==> src/rtl/i2c_txn_scheduler_pkg.sv <==
// -----------------------------------------------------------------------------
// i2c_sched_pkg
// Shared types for the I2C transaction scheduler: FSM state encoding, payload
// width helpers and the latched-transaction record driven onto the controller.
// -----------------------------------------------------------------------------
package i2c_sched_pkg;

    localparam int SEND_LOG_DEF = 2;
    localparam int RECV_LOG_DEF = 2;

    // Payload widths: (2**log - 1) bytes, expressed in bits.
    function automatic int bits_send_max(input int log_b);
        return ((1 << log_b) - 1) << 3;
    endfunction

    function automatic int bits_recv_max(input int log_b);
        return ((1 << log_b) - 1) << 3;
    endfunction

    localparam int BITS_SEND_DEF = bits_send_max(SEND_LOG_DEF);

    typedef enum logic [2:0] {
        IDLE,
        LATCH,
        START,
        WAIT_BUSY,
        WAIT_DONE,
        RESP,
        GAP
    } state_t;

    // Transaction fields held stable on the controller inputs from LATCH
    // until the FSM returns to IDLE. Sized by the package default widths.
    typedef struct packed {
        logic [7:0]               addr;
        logic [BITS_SEND_DEF-1:0] data;
        logic [SEND_LOG_DEF-1:0]  nsend;
        logic [RECV_LOG_DEF-1:0]  nrecv;
    } txn_t;

endpackage

==> src/rtl/i2c_txn_scheduler_rr_arbiter.sv <==
// -----------------------------------------------------------------------------
// rr_arbiter
// Combinational N-way round-robin picker. Returns the first asserted request
// at or after i_ptr, wrapping past N-1 back to 0.
//   i_req   : request vector
//   i_ptr   : search start index (0..N-1)
//   o_valid : any request asserted
//   o_idx   : winning index (0 when o_valid is low)
// -----------------------------------------------------------------------------
module rr_arbiter #(
    parameter  int N     = 3,
    localparam int IDX_W = $clog2(N)
) (
    input  logic [N-1:0]     i_req,
    input  logic [IDX_W-1:0] i_ptr,
    output logic             o_valid,
    output logic [IDX_W-1:0] o_idx
);

    function automatic logic [IDX_W-1:0] wrap_idx(input logic [IDX_W-1:0] ptr,
                                                  input int off);
        int s;
        s = int'(ptr) + off;
        if (s >= N) s = s - N;
        return IDX_W'(s);
    endfunction

    // Scan from the farthest offset down to 0 so the nearest hit overwrites.
    always_comb begin
        o_valid = 1'b0;
        o_idx   = '0;
        for (int i = N - 1; i >= 0; i--) begin
            if (i_req[wrap_idx(i_ptr, i)]) begin
                o_valid = 1'b1;
                o_idx   = wrap_idx(i_ptr, i);
            end
        end
    end

endmodule

==> src/rtl/i2c_txn_scheduler.sv <==
// -----------------------------------------------------------------------------
// i2c_txn_scheduler
// Shares one I2C controller between N_REQ requesters. Round-robin grant,
// latches the winner's transaction onto the controller, pulses ctl_start,
// follows ctl_busy to completion and returns done/err plus received data.
//
// Ports
//   i_clk, i_rst_n             clock, async active-low reset
//   i_req                      level requests, held until done
//   i_req_addr/data/nsend/nrecv  packed per-requester transaction fields
//   o_done, o_err              one-cycle pulses to the granted requester
//   o_rx_data                  received data, updated on completion
//   o_active                   high from grant through the post-busy gap
//   o_grant_idx                current / last granted requester
//   o_ctl_*                    controller start/addr/data/counts
//   i_ctl_busy/nack/rx_data    controller status
//
// state     | meaning
// ----------+-------------------------------------------------------------
// IDLE      | waiting for a request while the bus is idle
// LATCH     | copy winner's fields to ctl_*, clear flags and counters
// START     | ctl_start held high for START_CYCLES
// WAIT_BUSY | waiting for ctl_busy to rise, bounded by the timeout
// WAIT_DONE | controller busy; collect NACK, capture rx data on busy fall
// RESP      | done/err pulse to the granted requester, advance pointer
// GAP       | enforced idle time before the next grant
// -----------------------------------------------------------------------------
module i2c_txn_scheduler
    import i2c_sched_pkg::*;
#(
    parameter  int N_REQ             = 3,
    parameter  int BYTES_SEND_LOG    = SEND_LOG_DEF,
    parameter  int BYTES_RECEIVE_LOG = RECV_LOG_DEF,
    parameter  int BITS_SEND_MAX     = bits_send_max(BYTES_SEND_LOG),
    parameter  int BITS_RECV_MAX     = bits_recv_max(BYTES_RECEIVE_LOG),
    parameter  int START_CYCLES      = 13,
    parameter  int GAP_CYCLES        = 25,
    parameter  int TIMEOUT_CYCLES    = 1024,
    localparam int IDX_W             = $clog2(N_REQ)
) (
    input  logic                                i_clk,
    input  logic                                i_rst_n,
    input  logic [N_REQ-1:0]                    i_req,
    input  logic [N_REQ*8-1:0]                  i_req_addr,
    input  logic [N_REQ*BITS_SEND_MAX-1:0]      i_req_data,
    input  logic [N_REQ*BYTES_SEND_LOG-1:0]     i_req_nsend,
    input  logic [N_REQ*BYTES_RECEIVE_LOG-1:0]  i_req_nrecv,
    output logic [N_REQ-1:0]                    o_done,
    output logic [N_REQ-1:0]                    o_err,
    output logic [BITS_RECV_MAX-1:0]            o_rx_data,
    output logic                                o_active,
    output logic [IDX_W-1:0]                    o_grant_idx,
    output logic                                o_ctl_start,
    output logic [7:0]                          o_ctl_addr,
    output logic [BITS_SEND_MAX-1:0]            o_ctl_data,
    output logic [BYTES_SEND_LOG-1:0]           o_ctl_nsend,
    output logic [BYTES_RECEIVE_LOG-1:0]        o_ctl_nrecv,
    input  logic                                i_ctl_busy,
    input  logic                                i_ctl_nack,
    input  logic [BITS_RECV_MAX-1:0]            i_ctl_rx_data
);

    localparam int PH_MAX = (START_CYCLES > GAP_CYCLES) ? START_CYCLES : GAP_CYCLES;
    localparam int PH_W   = $clog2(PH_MAX + 1);
    localparam int TO_W   = $clog2(TIMEOUT_CYCLES + 1);

    state_t                   r_state;
    state_t                   w_next;
    logic [IDX_W-1:0]         r_ptr;
    logic [IDX_W-1:0]         r_grant;
    logic                     w_arb_valid;
    logic [IDX_W-1:0]         w_arb_idx;
    txn_t                     r_txn;
    logic [PH_W-1:0]          r_ph_cnt;
    logic [TO_W-1:0]          r_to_cnt;
    logic                     r_busy_seen;
    logic                     r_nack;
    logic                     r_timeout;
    logic [BITS_RECV_MAX-1:0] r_rx;
    logic [N_REQ-1:0]         w_onehot;

    logic [7:0]                   w_addr_arr  [N_REQ];
    logic [BITS_SEND_MAX-1:0]     w_data_arr  [N_REQ];
    logic [BYTES_SEND_LOG-1:0]    w_nsend_arr [N_REQ];
    logic [BYTES_RECEIVE_LOG-1:0] w_nrecv_arr [N_REQ];

    for (genvar g = 0; g < N_REQ; g++) begin : g_unpack
        assign w_addr_arr[g]  = i_req_addr[g*8 +: 8];
        assign w_data_arr[g]  = i_req_data[g*BITS_SEND_MAX +: BITS_SEND_MAX];
        assign w_nsend_arr[g] = i_req_nsend[g*BYTES_SEND_LOG +: BYTES_SEND_LOG];
        assign w_nrecv_arr[g] = i_req_nrecv[g*BYTES_RECEIVE_LOG +: BYTES_RECEIVE_LOG];
    end

    rr_arbiter #(.N(N_REQ)) u_arb (
        .i_req   (i_req),
        .i_ptr   (r_ptr),
        .o_valid (w_arb_valid),
        .o_idx   (w_arb_idx)
    );

    always_ff @(posedge i_clk or negedge i_rst_n) begin
        if (!i_rst_n) r_state <= IDLE;
        else          r_state <= w_next;
    end

    always_comb begin
        w_next = r_state;
        unique case (r_state)
            IDLE:      if (w_arb_valid && !i_ctl_busy) w_next = LATCH;
            LATCH:     w_next = START;
            // Busy may already have risen while start was still asserted.
            START:     if (r_ph_cnt == '0)
                           w_next = (r_busy_seen || i_ctl_busy) ? WAIT_DONE : WAIT_BUSY;
            WAIT_BUSY: if (i_ctl_busy)           w_next = WAIT_DONE;
                       else if (r_to_cnt == '0)  w_next = RESP;
            WAIT_DONE: if (!i_ctl_busy)          w_next = RESP;
            RESP:      w_next = GAP;
            GAP:       if (r_ph_cnt == '0)       w_next = IDLE;
            default:   w_next = IDLE;
        endcase
    end

    always_ff @(posedge i_clk or negedge i_rst_n) begin
        if (!i_rst_n) begin
            r_ptr       <= '0;
            r_grant     <= '0;
            r_txn       <= '0;
            r_ph_cnt    <= '0;
            r_to_cnt    <= '0;
            r_busy_seen <= 1'b0;
            r_nack      <= 1'b0;
            r_timeout   <= 1'b0;
            r_rx        <= '0;
        end else begin
            unique case (r_state)
                IDLE: begin
                    if (w_arb_valid && !i_ctl_busy) r_grant <= w_arb_idx;
                end
                LATCH: begin
                    r_txn.addr  <= w_addr_arr[r_grant];
                    r_txn.data  <= w_data_arr[r_grant];
                    r_txn.nsend <= w_nsend_arr[r_grant];
                    r_txn.nrecv <= w_nrecv_arr[r_grant];
                    r_busy_seen <= 1'b0;
                    r_nack      <= 1'b0;
                    r_timeout   <= 1'b0;
                    r_ph_cnt    <= PH_W'(START_CYCLES - 1);
                    // Timeout window opens on the first START cycle.
                    r_to_cnt    <= TO_W'(TIMEOUT_CYCLES - 1);
                end
                START: begin
                    if (r_ph_cnt != '0) r_ph_cnt <= r_ph_cnt - 1'b1;
                    if (r_to_cnt != '0) r_to_cnt <= r_to_cnt - 1'b1;
                    if (i_ctl_busy)     r_busy_seen <= 1'b1;
                end
                WAIT_BUSY: begin
                    if (r_to_cnt != '0) r_to_cnt <= r_to_cnt - 1'b1;
                    if (!i_ctl_busy && r_to_cnt == '0) r_timeout <= 1'b1;
                end
                WAIT_DONE: begin
                    if (i_ctl_busy && i_ctl_nack) r_nack <= 1'b1;
                    if (!i_ctl_busy)              r_rx   <= i_ctl_rx_data;
                end
                RESP: begin
                    r_ptr    <= (r_grant == IDX_W'(N_REQ - 1)) ? '0 : r_grant + 1'b1;
                    r_ph_cnt <= PH_W'(GAP_CYCLES - 1);
                end
                GAP: begin
                    if (r_ph_cnt != '0) r_ph_cnt <= r_ph_cnt - 1'b1;
                end
                default: ;
            endcase
        end
    end

    always_comb begin
        w_onehot          = '0;
        w_onehot[r_grant] = 1'b1;
    end

    assign o_done      = (r_state == RESP) ? w_onehot : '0;
    assign o_err       = (r_state == RESP && (r_nack || r_timeout)) ? w_onehot : '0;
    assign o_rx_data   = r_rx;
    assign o_active    = (r_state != IDLE);
    assign o_grant_idx = r_grant;
    assign o_ctl_start = (r_state == START);
    assign o_ctl_addr  = r_txn.addr;
    assign o_ctl_data  = r_txn.data;
    assign o_ctl_nsend = r_txn.nsend;
    assign o_ctl_nrecv = r_txn.nrecv;

endmodule

==> config.mk <==
export PLATFORM = sky130hd
export DESIGN_NAME = i2c_txn_scheduler
export DESIGN_NICKNAME = d
export VERILOG_FILES = /design/src/rtl/i2c_txn_scheduler_pkg.sv /design/src/rtl/i2c_txn_scheduler_rr_arbiter.sv /design/src/rtl/i2c_txn_scheduler.sv
export SDC_FILE = /design/constraint.sdc
export NUM_CORES = 1
export LEC_CHECK = 0
export ABC_AREA = 1
export BUFFER_PORTS_ARGS = -buffer_cell sky130_fd_sc_hd__buf_4
export CAP_MARGIN = 30
export CORE_MARGIN = 3
export CORE_UTILIZATION = 35
export DETAILED_ROUTE_END_ITERATION = 8
export GPL_ROUTABILITY_DRIVEN = 0
export PLACE_DENSITY = 0.68
export SYNTH_ARGS = -nofsm -noshare
export SYNTH_HDL_FRONTEND = slang
export SYNTH_SLANG_ARGS = --single-unit
==> constraint.sdc <==
create_clock -name i_clk -period 3.59 [get_ports i_clk]
set_clock_uncertainty 0.05 [all_clocks]
set_input_delay 0.718 -clock i_clk [delete_from_list [all_inputs] [get_ports i_clk]]
set_output_delay 0.718 -clock i_clk [all_outputs]
set_load 0.005 [all_outputs]
==> flow_summary.toml, run 1 <==
[outcome]
status = "finished clean"

[route]
num_vias = 4503
finalWirelength_mm = 13.99
drc_errors = 0
drt_iter0_markers = 219
viasPerCell = 4.821
first_pass_iters = 4
wl_met3_mm = 1.086
wl_met1_mm = 5.676
wl_per_cell_um = 14.98
wl_met2_mm = 7.078
highest_layer = "met4"
drtAntennaViolNets = 0

[worst_setup_path]
crit_required_ns = 2.82
critPathTopFamily = "simple AND/OR/NAND/NOR gates"
startpoint_type = "flop"
endpoint_kind = "output port"
crit_chain = "inv_2, nand2_2, nor2_1, o21ai_0, nor2_1, buf_4"
critPathMaxStageDelay_ns = 0.43
rrSetupSlack_ns = 1.58
crit_slowest_cell = "dfrtp_1"
worst-endpoint-arrival_ns = 1.76
cp_max_fo = 7
worst-path-buf-inv = 2
crit_top_cell = "nor2_1"
path_class = "flop to output port"

[grt]
grt_max_degree = 79
antenna_found_initial = 0
gr-total-overflow = 0
grtUsageTotal = 0.1838
grt_pass1_vias = 4400
grt_pass1_wl_mm = 21.72

[power]
power_mw = 5.652
internal_power_mw = 3.454
pwr-share-clk = 0.192
leakage_nw = 3.514
pwr-share-seq = 0.305
switchingPower_mw = 2.198
switching_share = 0.3890
p_per_area_mw_per_mm2 = 838.4
vdd_drop_max_mv = 0.4251
combPwrFrac = 0.503

[clocking]
cts_max_level = 3
clock_latency_ns = 0.33
postCtsSetupRepairBufs = 0
cts_buffer_depth = 2
cts_made_buffers = 9
hold_buffers = 0
cts_tree = "yes"
cts.repair.resized = 0
clk_pin_slew_ns = 0.06
root_buffer = "clkbuf_16"
cts_sinks = 86

[synth]
synth_area_per_cell_um2 = 8.461
synth.top_cell.area_share = 0.4550
ys_types = 38
ys_seq_area_frac = 0.4550
synthesis.area_mm2 = 0.004730
yosys.area.top_type = "dfrtp_1"
ys_ff_latch = 86
postSynthNetCount = 705
yosys-top-cells-count = "nand2_1 (159), dfrtp_1 (86), nand3_1 (63)"
netlist_instances = 559
synth_area_leaders = "dfrtp_1 (46%), nand2_1 (13%), nand3_1 (6.7%), mux2_4 (6.3%), a21oi_1 (4.4%)"
synth.most_common_cell = "nand2_1"
synth_flop_cell = "dfrtp_1"
synth-edff-count = 0
ys_warn_count = 0
async_flop_share = 1.000

[sta]
min_period_over_period = 0.7051
maxSlewViolCount = 0
rsz0062_at_grt = "no"
fmax_mhz = 395.1
slew_headroom = 0.5080
setup_viol_count_final = 0
worst_slew_pin_slew_ns = 0.7379
timing.setup.tns_ns = 0
layout_min_cycle_time_ns = 2.531
final-hold-violation-count = 0

[place]
hpwl_mm = 10.89
placed_cell_area_mm2 = 0.006385
port_buffers = 208

[die]
initial_core_util = 0.3659
die_x_um = 122.2
rows = 41
core_mm2 = 0.01293
die_area_mm2 = 0.01494
io_pins = 209
die_y_um = 122.2

[cells_and_area]
final_cell_area_mm2 = 0.006741
drive_above_1_share = 0.3727
final_nets = 904
num-fill-cells = 1248
fin_util = 0.5215
syn2layout_area_growth_pct = 42.54
diodes = 0

[min_path]
min_path_type = "input port to asynchronous set/reset pin"

[flow_run]
maxCapViolations = 0
## power by group through the flow
stage,combinational [mW],clock (mW),sequential (mW)
5_1_grt,3.19,1.17,1.78
6_report,2.84,1.09,1.72
3_5_place_dp,2.87,0,1.74
3_3_place_gp,2.80,0,1.72
2_1_floorplan,1.80,0,1.71
4_1_cts,2.88,1.12,1.73
## cell usage in the layout, fill, tap and decap left out, types with 9 or more instances in the layout
cell         n
mux2_4      20
nand3_1     63
o21ai_0     26
clkbuf_16    9
a21oi_1     42
inv_1       32
dfrtp_1     86
nor2_1      21
buf_4      212
o21ai_1     23
nand2_1    159
## final timing paths
path / from / end / depth (start not counted)
max in group asynchronous: i_rst_n / o_ctl_data[21] / 2
min reg2reg: o_ctl_data[18] / o_ctl_data[18] / 2
max reg2reg: r_state[1] / r_to_cnt[8] / 8
min: i_rst_n / o_rx_data[14] / 1
max: r_state[1] / o_err[1] / 6
min in group i_clk: o_ctl_data[18] / o_ctl_data[18] / 2
## layout make-up
cell class,count,area (um^2),area share
clock buffer,12,266.5,0.03953
clock inverter,3,90.09,0.01336
inverter,38,145.1,0.02153
multi-input combinational,410,2253,0.3343
sequential,86,2152,0.3192
tap,172,215.2,0.03192
timing repair buffer,213,1619,0.2402
## flip-flops by register name, summed over array words and instances, names as in the netlist
name         count
o_ctl_data      24
o_rx_data       24
r_to_cnt        11
o_ctl_addr       8
r_ph_cnt         5
r_state          3
o_ctl_nrecv      2
o_ctl_nsend      2
o_grant_idx      2
r_ptr            2
r_busy_seen      1
r_nack           1
r_timeout        1
## routing by layer
| layer | vias up | GRT usage |
|---|---|---|
| met5 | - | 0 |
| met4 | 0 | 0.05388 |
| met3 | 10 | 0.05346 |
| met2 | 172 | 0.3188 |
| met1 | 2073 | 0.2215 |
| li1 | 2248 | - |
## worst reg2reg max path, cell delays in order, from the launching register on
cell and delay [ns]:
dfrtp_1 0.43, inv_2 0.14, nand2_2 0.12, inv_2 0.10
nand2_4 0.38, nand2_4 0.41, nand2_1 0.11, nand2_1 0.07
nand3_1 0.06
## kinds of logic (layout without fill, tap and decap cells)
family / after synthesis / after routing / share of synthesized area
AND/OR/NAND/NOR: 266 / 266 / 0.2492
multiplexers: 24 / 24 / 0.07302
buffers and inverters: 63 / 266 / 0.06852
XOR/XNOR: 4 / 4 / 0.007407
adder cells (fa/ha/maj): 7 / 7 / 0.01852
flip-flops: 86 / 86 / 0.4550
AO/OA/AOI/OAI: 109 / 109 / 0.1283
## per-stage QoR
stage	hold slack [ns]	instances	worst slack [ns]
2_1_floorplan	0.3724	559	1.706
4_1_cts	0.2993	934	1.028
3_5_place_dp	0.4241	919	1.414
5_1_grt	0.3149	934	0.8254
6_report	0.2962	934	1.059
3_3_place_gp	0.4190	918	1.484
(Power assumes the default switching activity.)
==> run 2: changes to the inputs <==
==> constraint.sdc (replaced) <==
create_clock -name i_clk -period 2.61 [get_ports i_clk]
set_clock_uncertainty 0.05 [all_clocks]
set_input_delay 0.522 -clock i_clk [delete_from_list [all_inputs] [get_ports i_clk]]
set_output_delay 0.522 -clock i_clk [all_outputs]
set_load 0.005 [all_outputs]
==> run 2 against run 1 <==
Design area fell by 0.59%. Die area did not move. Largest power group unchanged. Via count rose by 1.3%. Largest cell class unchanged. Final cell count rose by 0.21%. Highest routed layer unchanged. Sequential power rose by 39%.
==> flow_summary.toml, run 2 (synthesis results as in run 1) <==
[grt]
grt_max_degree = 49
antenna_found_initial = 0
use_met2 = 0.3075
grtUsageTotal = 0.1782
grt_pass1_vias = 4429
grt_pass1_wl_mm = 21.29
gr-total-overflow = 0
grt-busiest-layer = "met2"
use_met3 = 0.05115
gr-usage-met1 = 0.2180

[worst_setup_path]
path_class = "flop to output port"
worst-path-buf-inv = 2
worstSetupPathDepth = 6
crit_required_ns = 2.04
crit_top_cell = "nor2_1"
r2r_cells = 12
crit_slowest_cell = "dfrtp_1"
cp_max_fo = 7
worst-endpoint-arrival_ns = 1.78
endpoint_kind = "output port"
crit_chain = "inv_2, nand2_2, nor2_1, o21ai_0, nor2_1, buf_4"
critPathTopFamily = "simple AND/OR/NAND/NOR gates"
startpoint_type = "flop"
critPathMaxStageDelay_ns = 0.42

[clocking]
cts_made_buffers = 9
clk_pin_slew_ns = 0.06
postCtsSetupRepairBufs = 0
cts_buffer_depth = 2
cts_max_level = 3
clock_latency_ns = 0.33
cts.repair.resized = 0
cts_tree = "yes"
cts_sinks = 86
root_buffer = "clkbuf_16"
hold_buffers = 0

[outcome]
status = "finished clean"

[cells_and_area]
layout_commonest_cell = "buf_4"
fin_util = 0.5184
final_cell_area_mm2 = 0.006701
diodes = 0
num-fill-cells = 1251
syn2layout_area_growth_pct = 41.69
final_nets = 906
final_cell_mix = "buf_4 (214), nand2_1 (159), dfrtp_1 (86)"
drive_above_1_share = 0.3743

[route]
drt_iter0_markers = 261
first_pass_iters = 4
drc_errors = 0
viasPerCell = 4.872
drtAntennaViolNets = 0
finalWirelength_mm = 13.80
wl_per_cell_um = 14.74
num_vias = 4560

[power]
vdd_drop_max_mv = 0.6266
leakage_nw = 3.496
p_per_area_mw_per_mm2 = 1133

[sta]
worst_slew_pin_slew_ns = 0.6259
maxSlewViolCount = 0
final-hold-violation-count = 0
layout_setup_ws_ns = 0.2608
rsz0062_at_grt = "no"
setup_viol_count_final = 0
fmax_mhz = 425.7
timing.setup.tns_ns = 0
layout_min_cycle_time_ns = 2.349
min_period_over_period = 0.9001
slew_headroom = 0.5827

[place]
placed_cell_area_mm2 = 0.006392
hpwl_mm = 10.92
port_buffers = 208
post-place-ws_ns = 0.6248

[die]
rows = 41
die_y_um = 122.2
die_x_um = 122.2
io_pins = 209
core_mm2 = 0.01293
die_area_mm2 = 0.01494
initial_core_util = 0.3659

[min_path]
min_path_type = "input port to asynchronous set/reset pin"

[flow_run]
maxCapViolations = 0
-- run 2: through the flow --
| step | hold WS [ns] | instances | total power [mW] |
|---|---|---|---|
| detailed placement | 0.3972 | 921 | 6.333 |
| global route | 0.05600 | 936 | 8.240 |
| finish | 0.04115 | 936 | 7.590 |
| floorplan | 0.1764 | 559 | 4.834 |
| CTS | 0.03729 | 936 | 7.685 |
| global placement | 0.3955 | 921 | 6.226 |
-- run 2: layer usage --
layer / vias up / part of all wire
li1: 2257 / -
met1: 2106 / 0.41
met2: 182 / 0.49
met3: 15 / 0.089
met4: 0 / 0.017
met5: - / 0
-- run 2: worst paths after layout --
check                                  from             end  slack, ns
max                              r_state[1]        o_err[2]       0.26
min                                 i_rst_n   o_rx_data[14]       0.04
max reg2reg                        r_ptr[0]      r_state[2]       0.76
min reg2reg                     r_ph_cnt[3]     r_ph_cnt[3]       0.43
max in group asynchronous           i_rst_n  o_ctl_data[22]       1.89
min in group i_clk         i_ctl_rx_data[6]    o_rx_data[6]       0.37
-- run 2: power breakdown --
group	leakage, nW	internal [mW]	switching [mW]	total (mW)
Combinational	2.31	1.79	2.11	3.90
Clock	0.151	0.812	0.494	1.31
Sequential	1.04	1.95	0.433	2.39
-- run 2: layout make-up --
type / count / area, um^2 / area share
clock inverter: 3 / 42.54 / 0.006348
multi-input combinational: 410 / 2253 / 0.3363
tap: 172 / 215.2 / 0.03211
timing repair buffer: 215 / 1627 / 0.2427
sequential: 86 / 2152 / 0.3211
clock buffer: 12 / 266.5 / 0.03977
inverter: 38 / 145.1 / 0.02166
==> run 3: changes to the inputs <==
--- a/config.mk
+++ b/config.mk
@@ -5,14 +5,13 @@
 export SDC_FILE = /design/constraint.sdc
 export NUM_CORES = 1
 export LEC_CHECK = 0
-export ABC_AREA = 1
 export BUFFER_PORTS_ARGS = -buffer_cell sky130_fd_sc_hd__buf_4
 export CAP_MARGIN = 30
 export CORE_MARGIN = 3
 export CORE_UTILIZATION = 35
 export DETAILED_ROUTE_END_ITERATION = 8
 export GPL_ROUTABILITY_DRIVEN = 0
-export PLACE_DENSITY = 0.68
+export PLACE_DENSITY = 0.69
 export SYNTH_ARGS = -nofsm -noshare
 export SYNTH_HDL_FRONTEND = slang
 export SYNTH_SLANG_ARGS = --single-unit
==> run 3 against run 2 <==
Clock power shrank 9%. Largest cell class unchanged. Combinational power shrank 19%. Via count down 8.4%.
==> flow_summary.toml, run 3 <==
[clocking]
cts_buffer_depth = 2
clock_latency_ns = 0.33
cts.repair.resized = 0
hold_buffers = 0
cts_tree = "yes"
cts_sinks = 86
cts_made_buffers = 9
clk_pin_slew_ns = 0.06
root_buffer = "clkbuf_16"
postCtsSetupRepairBufs = 0
cts_max_level = 3

[synth]
synthesis.area_mm2 = 0.004541
synth_flop_cell = "dfrtp_1"
ys_seq_area_frac = 0.4740
ys_warn_count = 0
synth_area_per_cell_um2 = 9.661
yosys.area.top_type = "dfrtp_1"
synth.most_common_cell = "dfrtp_1"
netlist_instances = 470
synth_area_leaders = "dfrtp_1 (47%), mux2i_1 (8.2%), mux2_2 (5.7%), o21ai_0 (5.5%), a21oi_1 (4.7%)"
yosys-top-cells-count = "dfrtp_1 (86), nor2_1 (51), o21ai_0 (50)"
async_flop_share = 1.000
ys_types = 55
ys_ff_latch = 86
synth-edff-count = 0
synth.top_cell.area_share = 0.4740
postSynthNetCount = 616

[sta]
fmax_mhz = 420.2
rsz0062_at_grt = "no"
final-hold-violation-count = 0
timing.hold.ws_ns = 0.1465
min_period_over_period = 0.9118
worst_slew_pin_slew_ns = 0.6112
slew_headroom = 0.5925
setup_viol_count_final = 0
timing.setup.tns_ns = 0
layout_min_cycle_time_ns = 2.380
maxSlewViolCount = 0

[cells_and_area]
drive_above_1_share = 0.4015
ff_latch_area_mm2 = 0.002153
num-fill-cells = 1130
final_cell_mix = "buf_4 (216), dfrtp_1 (85), nor2_1 (51)"
diodes = 0
multi_input_comb_area_mm2 = 0.002225
syn2layout_area_growth_pct = 44.89
fin_util = 0.5322
layout_commonest_cell = "buf_4"
final_nets = 816

[route]
drc_errors = 0
finalWirelength_mm = 12.49
drtAntennaViolNets = 0
num_vias = 4177
drt_iter0_markers = 204
viasPerCell = 4.955
first_pass_iters = 4
wl_per_cell_um = 14.82

[outcome]
status = "finished clean"

[worst_setup_path]
cp_max_fo = 12
startpoint_type = "flop"
crit_required_ns = 2.04
endpoint_kind = "output port"
r2r_cells = 6
worst-endpoint-arrival_ns = 1.81
path_class = "flop to output port"

[power]
vdd_drop_max_mv = 0.3583
power_mw = 6.744
p_per_area_mw_per_mm2 = 1025
leakage_nw = 3.060

[grt]
antenna_found_initial = 0
grt_pass1_vias = 4167
grt_pass1_wl_mm = 19.95
grt_max_degree = 48
grtUsageTotal = 0.1711
gr-total-overflow = 0

[place]
port_buffers = 208
hpwl_mm = 9.749

[die]
initial_core_util = 0.3673
die_area_mm2 = 0.01438
rows = 40
die_y_um = 119.9
core_mm2 = 0.01236
io_pins = 209
die_x_um = 119.9

[flow_run]
maxCapViolations = 0

[min_path]
min_path_type = "input port to asynchronous set/reset pin"
==> run 3: cell types whose count changed in the layout (fill, tap and decap cells not counted), moves of 5 or more <==
cell	change
a31oi_1	+5
inv_1	-20
mux2_2	+19
mux2_4	-20
mux2i_1	+37
nand2_1	-115
nand2b_1	+8
nand3_1	-53
nor2_1	+30
nor2_2	-6
o21ai_0	+24
o21ai_1	-22
o21ai_2	-7
==> run 3: critical path, cell delays in order, from the launching register on <==
cell and delay [ns]:
dfrtp_1 0.60, nand3_1 0.29, nor3b_1 0.31, nor2b_1 0.16, buf_4 0.12
==> run 3: cell type report <==
| type | instances | area share |
|---|---|---|
| clock inverter | 6 | 0.007037 |
| multi-input combinational | 342 | 0.3382 |
| sequential | 86 | 0.3273 |
| timing repair buffer | 218 | 0.2518 |
| tap | 168 | 0.03195 |
| clock buffer | 10 | 0.03633 |
| inverter | 13 | 0.007417 |
==> run 3: final timing paths <==
| path | from | slack, ns | to |
|---|---|---|---|
| min in group i_clk | i_ctl_rx_data[21] | 0.37 | o_rx_data[21] |
| worst max register to register | r_to_cnt[0] | 0.58 | r_state[2] |
| worst max-delay path | r_state[2] | 0.23 | o_err[2] |
| max in group asynchronous | i_rst_n | 1.74 | o_rx_data[8] |
| worst min register to register | o_ctl_addr[2] | 0.43 | o_ctl_addr[2] |
| worst min-delay path | i_rst_n | 0.15 | r_to_cnt[2] |
==> run 3: per-layer routing <==
layer | wire length (um) | vias up | track usage
met1 | 5069 | 1949 | 0.2028
li1 | - | 2067 | -
met4 | 165 | 0 | 0.05941
met2 | 6421 | 151 | 0.3049
met3 | 835 | 10 | 0.03723
met5 | 0 | - | 0
==> run 3: logic make-up after synthesis <==
family | share of synthesized area
buffers and inverters | 0.03775
AOI/OAI and AO/OA | 0.1562
adders and majority gates | 0.01929
muxes | 0.1485
DFF | 0.4740
and+or+nand+nor | 0.1604
xor gates and xnor gates | 0.003859
==> run 3: stage by stage <==
| stage | setup slack [ns] | cell area [um^2] | std cells |
|---|---|---|---|
| CTS | 0.2314 | 6564 | 842 |
| global route | 0.1035 | 6579 | 843 |
| detailed placement | 0.5463 | 6279 | 826 |
| global placement | 0.6594 | 6279 | 826 |
| finish | 0.2303 | 6579 | 843 |
| floorplan | 0.7091 | 4541 | 470 |
==> run 3: where the power goes <==
group | switching (mW) | leakage, nW | internal (mW) | total [mW]
sequential | 0.441 | 1.02 | 1.97 | 2.41
combinational | 1.52 | 1.90 | 1.62 | 3.14
clock | 0.517 | 0.135 | 0.675 | 1.19
